`src/rtl/toggle_event_rx.sv`:
```
// Receiver for the single-wire toggle-event link: synchronises the remote T flip-flop
// level, turns each level change into an event and hands events out over valid/ready.
module toggle_event_rx #(
    parameter int SYNC_STAGES = 2,
    parameter int CNT_W       = 4
) (
    input  logic             clk,
    input  logic             rst_n,
    input  logic             tog_in,
    input  logic             evt_ready,
    input  logic             ovf_clr,
    output logic             evt_valid,
    output logic [CNT_W-1:0] pending,
    output logic             overflow,
    output logic             tog_q,
    output logic             tog_nq
);

    localparam logic [CNT_W-1:0] CNT_MAX = '1;
    localparam logic [CNT_W-1:0] CNT_ONE = CNT_W'(1);

    logic [SYNC_STAGES-1:0] sync_ff;
    logic                   sync;
    logic                   det;
    logic                   accept;
    logic                   drop;
    logic [CNT_W-1:0]       pending_nxt;
    logic                   overflow_nxt;

    assign sync      = sync_ff[SYNC_STAGES-1];
    assign det       = sync ^ tog_q;
    assign evt_valid = (pending != '0);
    assign accept    = evt_valid & evt_ready;
    assign tog_nq    = ~tog_q;

    // A simultaneous detect and accept cancels out, so nothing is dropped even when full.
    always_comb begin
        // NOTE: every combinational output gets a default first so no latch is inferred.
        pending_nxt  = pending;
        drop         = 1'b0;
        unique case ({det, accept})
            2'b10: begin
                if (pending == CNT_MAX) drop = 1'b1;
                else                    pending_nxt = pending + CNT_ONE;
            end
            2'b01:   pending_nxt = pending - CNT_ONE;
            default: pending_nxt = pending;
        endcase
        // A drop in the same cycle as a clear must keep the flag set.
        if (drop)         overflow_nxt = 1'b1;
        else if (ovf_clr) overflow_nxt = 1'b0;
        else              overflow_nxt = overflow;
    end

    // NOTE: sequential state uses non-blocking assignments so every flop samples pre-edge values.
    always_ff @(posedge clk or negedge rst_n) begin
        if (!rst_n) begin
            sync_ff  <= '0;
            tog_q    <= 1'b0;
            pending  <= '0;
            overflow <= 1'b0;
        end else begin
            sync_ff  <= {sync_ff[SYNC_STAGES-2:0], tog_in};
            tog_q    <= sync;
            pending  <= pending_nxt;
            overflow <= overflow_nxt;
        end
    end

endmodule

```
`config.mk`:
```
export PLATFORM = sky130hd
export DESIGN_NAME = toggle_event_rx
export DESIGN_NICKNAME = d
export VERILOG_FILES = /design/src/rtl/toggle_event_rx.sv
export SDC_FILE = /design/constraint.sdc
export NUM_CORES = 1
export LEC_CHECK = 0
export ABC_AREA = 1
export CAP_MARGIN = 20
export CELL_PAD_IN_SITES_DETAIL_PLACEMENT = 1
export CELL_PAD_IN_SITES_GLOBAL_PLACEMENT = 2
export CORE_UTILIZATION = 28
export CTS_BUF_LIST = sky130_fd_sc_hd__clkbuf_16
export DETAILED_ROUTE_END_ITERATION = 10
export GPL_ROUTABILITY_DRIVEN = 0
export PLACE_DENSITY_LB_ADDON = 0.1
export SYNTH_ARGS = -nofsm -noshare
export SYNTH_HDL_FRONTEND = slang
export SYNTH_SLANG_ARGS = --single-unit
```
`constraint.sdc`:
```
create_clock -name clk -period 3.7 [get_ports clk]
set_input_delay 0.555 -clock clk [delete_from_list [all_inputs] [get_ports clk]]
set_output_delay 0.555 -clock clk [all_outputs]
set_load 0.05 [all_outputs]
```
## After elaboration in Yosys (flattened, before gate mapping)

Index checks and enable logic that the tools add are counted.

| storage, ports and cells | value |
|---|---|
| bits in latches | 0 |
| logic and storage cells | 23 |
| output and inout bits | 8 |
| input port bits | 5 |
| memory bits (writable) | 0 |
| bits in read-only memories | 0 |
| memories kept | 0 |
| register bits after elaboration | 8 |

| cells by class | value |
|---|---|
| order comparisons | 0 |
| reductions and logical operators | 4 |
| bitwise gates (word level) | 3 |
| muxes and demuxes | 6 |
| multipliers | 0 |
| add/subtract/negate cells | 2 |
| div/mod/pow operators | 0 |
| shift operators | 0 |
| eq/ne operators | 4 |

Operators by type and width:

| kind | number |
|---|---|
| $pmux W4 S2 | 1 |
| $add A4 B1 Y4 const B | 1 |
| $eq A4 B4 Y1 const B | 1 |
| $mux W1 | 4 |
| $mux W4 | 1 |
| $reduce_bool A2 Y1 | 2 |
| $reduce_bool A4 Y1 | 1 |
| $sub A4 B1 Y4 const B | 1 |
| $eq A2 B1 Y1 const B | 1 |
| $eq A2 B2 Y1 const B | 1 |
| $ne A2 B2 Y1 const B | 1 |
| $reduce_and A2 Y1 | 1 |
| $and A1 B1 Y1 | 1 |
| $not A1 Y1 | 1 |
| $xor A1 B1 Y1 | 1 |

## Longest topological paths before layout

| logic depth | value |
|---|---|
| depth in word-level cells | 5 |
| gate-level depth with buffers | 13 |

## Worst setup path before layout

OpenSTA, ideal clock, no wires.

| timing | value |
|---|---|
| path type | register to register |
| start point | reg tog_q |
| end point | reg pending[2] |
| setup time | 0.125 ns |
| path buffers | 0 |
| slack | 1.609 ns |
| stages on the path, launching flop included | 12 |
| arrival time | 1.967 ns |
| cell sequence | dfrtp_1 inv_1 nand2_2 nand2_4 nand3_4 nand2_2 nand2_1 inv_1 ha_1 a21oi_1 xnor2_1 a21oi_1 |

| between the ends | value |
|---|---|
| cells in the longest elaborated chain, start to end | 4 |
| elaborated cells between the ends (all ways) | 7 |
| classes of those cells | 3 x eq/ne; 1 x mux; 1 x bitwise; 2 x reduce/logical |

RTL lines:

| what | RTL line | source |
|---|---|---|
| start: declaration | 15 | `output logic tog_q,` |
| start signal: assignment | 64 | `tog_q <= sync;` |
| $xor A1 B1 Y1 * | 31 | `assign det = sync ^ tog_q;` |
| $eq A2 B2 Y1 or $eq A2 B1 Y1 (tied branches) | 41 | `unique case ({det, accept})` |
| $ne A2 B2 Y1 (no line) or $reduce_bool A2 Y1 (tied branches) | -- |  |
| $reduce_and A2 Y1 (no line) | -- |  |
| end signal: assignment | 65 | `pending <= pending_nxt;` |
| end: declaration | 13 | `output logic [CNT_W-1:0] pending,` |

Every way passes the cells marked *; elsewhere a longest branch is shown, timed or not.
A chain may end at the register's enable or synchronous reset.

## Worst setup path in the final report

| timing | value |
|---|---|
| start point | reg pending[0] |
| end point | out evt_valid |

| between the ends | value |
|---|---|
| cells in the longest elaborated chain, start to end | 1 |

RTL lines:

| what | RTL line | source |
|---|---|---|
| $reduce_bool A4 Y1 | 32 | `assign evt_valid = (pending != '0);` |
| end: declaration | 12 | `output logic evt_valid,` |

Every way passes these cells.

==> results.ini <==
[clocking]
clock_latency_ns=0.23
path_clk_slew_ns=0.03
cts-root-buf=clkbuf_16
cts_hold_buf=0
h-tree-depth=1
clock-sinks=8
cts.path.max_buffers=2
tritoncts=yes
cts_buffers=3
cts_setup_buffers=0
cts-resized-gates=0

[yosys]
ys_warn_count=0
synth.largest_area_cell=dfrtp_1
synth_top_area_frac=0.401
synthesis.area_um2=499
ys_ff_latch=8
synth_area_leaders=dfrtp_1 40%, inv_1 7.5%, nand2_1 7.5%, nand2_2 7.5%, nand2_4 6.8%
synth.avg_cell_area_um2=8.46
yosysUniqueCellTypes=19
ys_seq_area_frac=0.401
synthCells=59
synth_nets=65

[final_layout]
final_cell_mix=12 x clkdlybuf4s50_1, 10 x inv_1, 10 x nand2_1
final_common_cell=clkdlybuf4s50_1
antennaDiodeCount=0
multi_input_area_um2=258
nNetsFinal=82
fillers=186
fin_util=0.453
area_growth_pct=43.1
drive_above_1_share=0.230
seqCellArea_um2=200
fin_cells=90

[floorplanning]
die_w_um=44.2
rows=14
start_util=0.317
fp.dieArea_um2=1960
core-area_um2=1580
die_h_um=44.2
io_pins=13

[grt]
grt_usage=0.144
overflow=0
grt_max_degree=9
grt_first_pass_wirelength_um=1890
first_global_vias=423
antenna_found_initial=0

[pwr]
p_total_uw=658
vdd_drop_max_mv=0.565
p_per_area_nw_per_um2=921
p_leak_nw=0.352

[critical_path]
worstPathArrival_ns=1.73
critPathTopFamily=buffers and inverters
slowest_delay_ns=0.80
cp-start-kind=flop
critical_path.max_fanout=7
path_buf_inv=1
worstPathRequired_ns=3.14
crit_type=flop to output pin
cp-end-kind=output pin
path_cells=nor2_2, nand2_4, clkdlybuf4s50_1
cp_slowest_cell=clkdlybuf4s50_1

[status]
status=completed

[sta]
setup_viol=0
slew_violations=0
tns_ns=0
finClkSkew_ns=0.00219
grt_setup_unrepaired=no
worst_slew_pin_slew_ns=0.522
hold_viol=0
slew_headroom=0.651
min_period_ns=2.28
hold_ws_ns=0.349
max_freq_mhz=438
fin_crit_sh=0.616

[detailed_routing]
drc=0
dr.pass1.iters=5
drt_iter0_drc=4
detail_route.wl_per_cell_um=11.5
ant_nets=0
vias=398
wirelength_um=1040
routed_via_density=4.42

[place]
dp_hpwl_um=810
port_buffers=12
placedCellCount=87

[min_path]
hold_class=flop to flop

[job]
cap_violations=0

[synthesized netlist by cell type]
master,number
a21oi_1,2
dfrtp_1,8
ha_1,1
inv_1,10
inv_2,1
nand2_1,10
nand2_2,6
nand2_4,3
nand3_1,4
nand3_4,1
nand4_1,2
nor2_1,2
nor2_2,2
nor2_4,1
o21ai_1,1
o21bai_1,1
o22ai_1,1
xnor2_1,1
xor2_1,2
[metal layers]
metal  routed length [um]  up-vias  GRT usage
met5                    0        -          0
met4                   46        0      0.127
met2                  433       13      0.194
met3                   51        4     0.0367
met1                  507      167      0.187
li1                     -      214          -
[worst paths after layout]
| path | end | slack [ns] | from | cells after the start |
|---|---|---|---|---|
| max | evt_valid | 1.42 | pending[0] | 3 |
| min reg2reg | sync_ff[1] | 0.35 | sync_ff[0] | 0 |
| max in group asynchronous | sync_ff[1] | 2.86 | rst_n | 1 |
| min | sync_ff[1] | 0.35 | sync_ff[0] | 0 |
| max reg2reg | pending[2] | 2.02 | pending[0] | 10 |
| min in group asynchronous | pending[1] | 0.59 | rst_n | 1 |
[per-stage QoR]
stage / area, um^2 / setup WS, ns
3_5_place_dp: 639 / 1.51
3_3_place_gp: 639 / 1.52
4_1_cts: 714 / 1.40
6_report: 714 / 1.42
5_1_grt: 714 / 1.35
2_1_floorplan: 499 / 1.61
[cell type report]
class	instances	area share
Clock buffer	3	0.105
Inverter	11	0.0578
Multi-Input combinational cell	40	0.361
Sequential cell	8	0.280
Tap cell	16	0.0280
Timing Repair Buffer	12	0.168
[worst reg2reg max path: stages (launching register included)]
cell and delay (ns):
dfrtp_1 0.47, nor2_2 0.17, nand2_4 0.09, nand3_4 0.12, nand2_2 0.07, nand2_1 0.08, inv_1 0.05, ha_1 0.16
a21oi_1 0.14, xnor2_1 0.14, a21oi_1 0.08
[state kept, by name (all words and copies together), names as in the netlist]
register,count
sync_ff,2
overflow,1
pending,4
tog_q,1
[cells by family after synthesis]
logic type	synth area share
buf+inv	0.0827
fa+ha+maj	0.0251
flops	0.401
compound gates	0.0576
xor+xnor	0.0526
simple gates	0.381
[where the power goes]
part | switching [mW] | internal, mW | total [mW] | leakage (nW)
Clock | 0.0377 | 0.139 | 0.177 | 0.0370
Combinational | 0.206 | 0.116 | 0.323 | 0.219
Sequential | 0.0456 | 0.113 | 0.159 | 0.0962
Total | 0.290 | 0.369 | 0.658 | 0.352
Power figures use the tool's default switching activity.
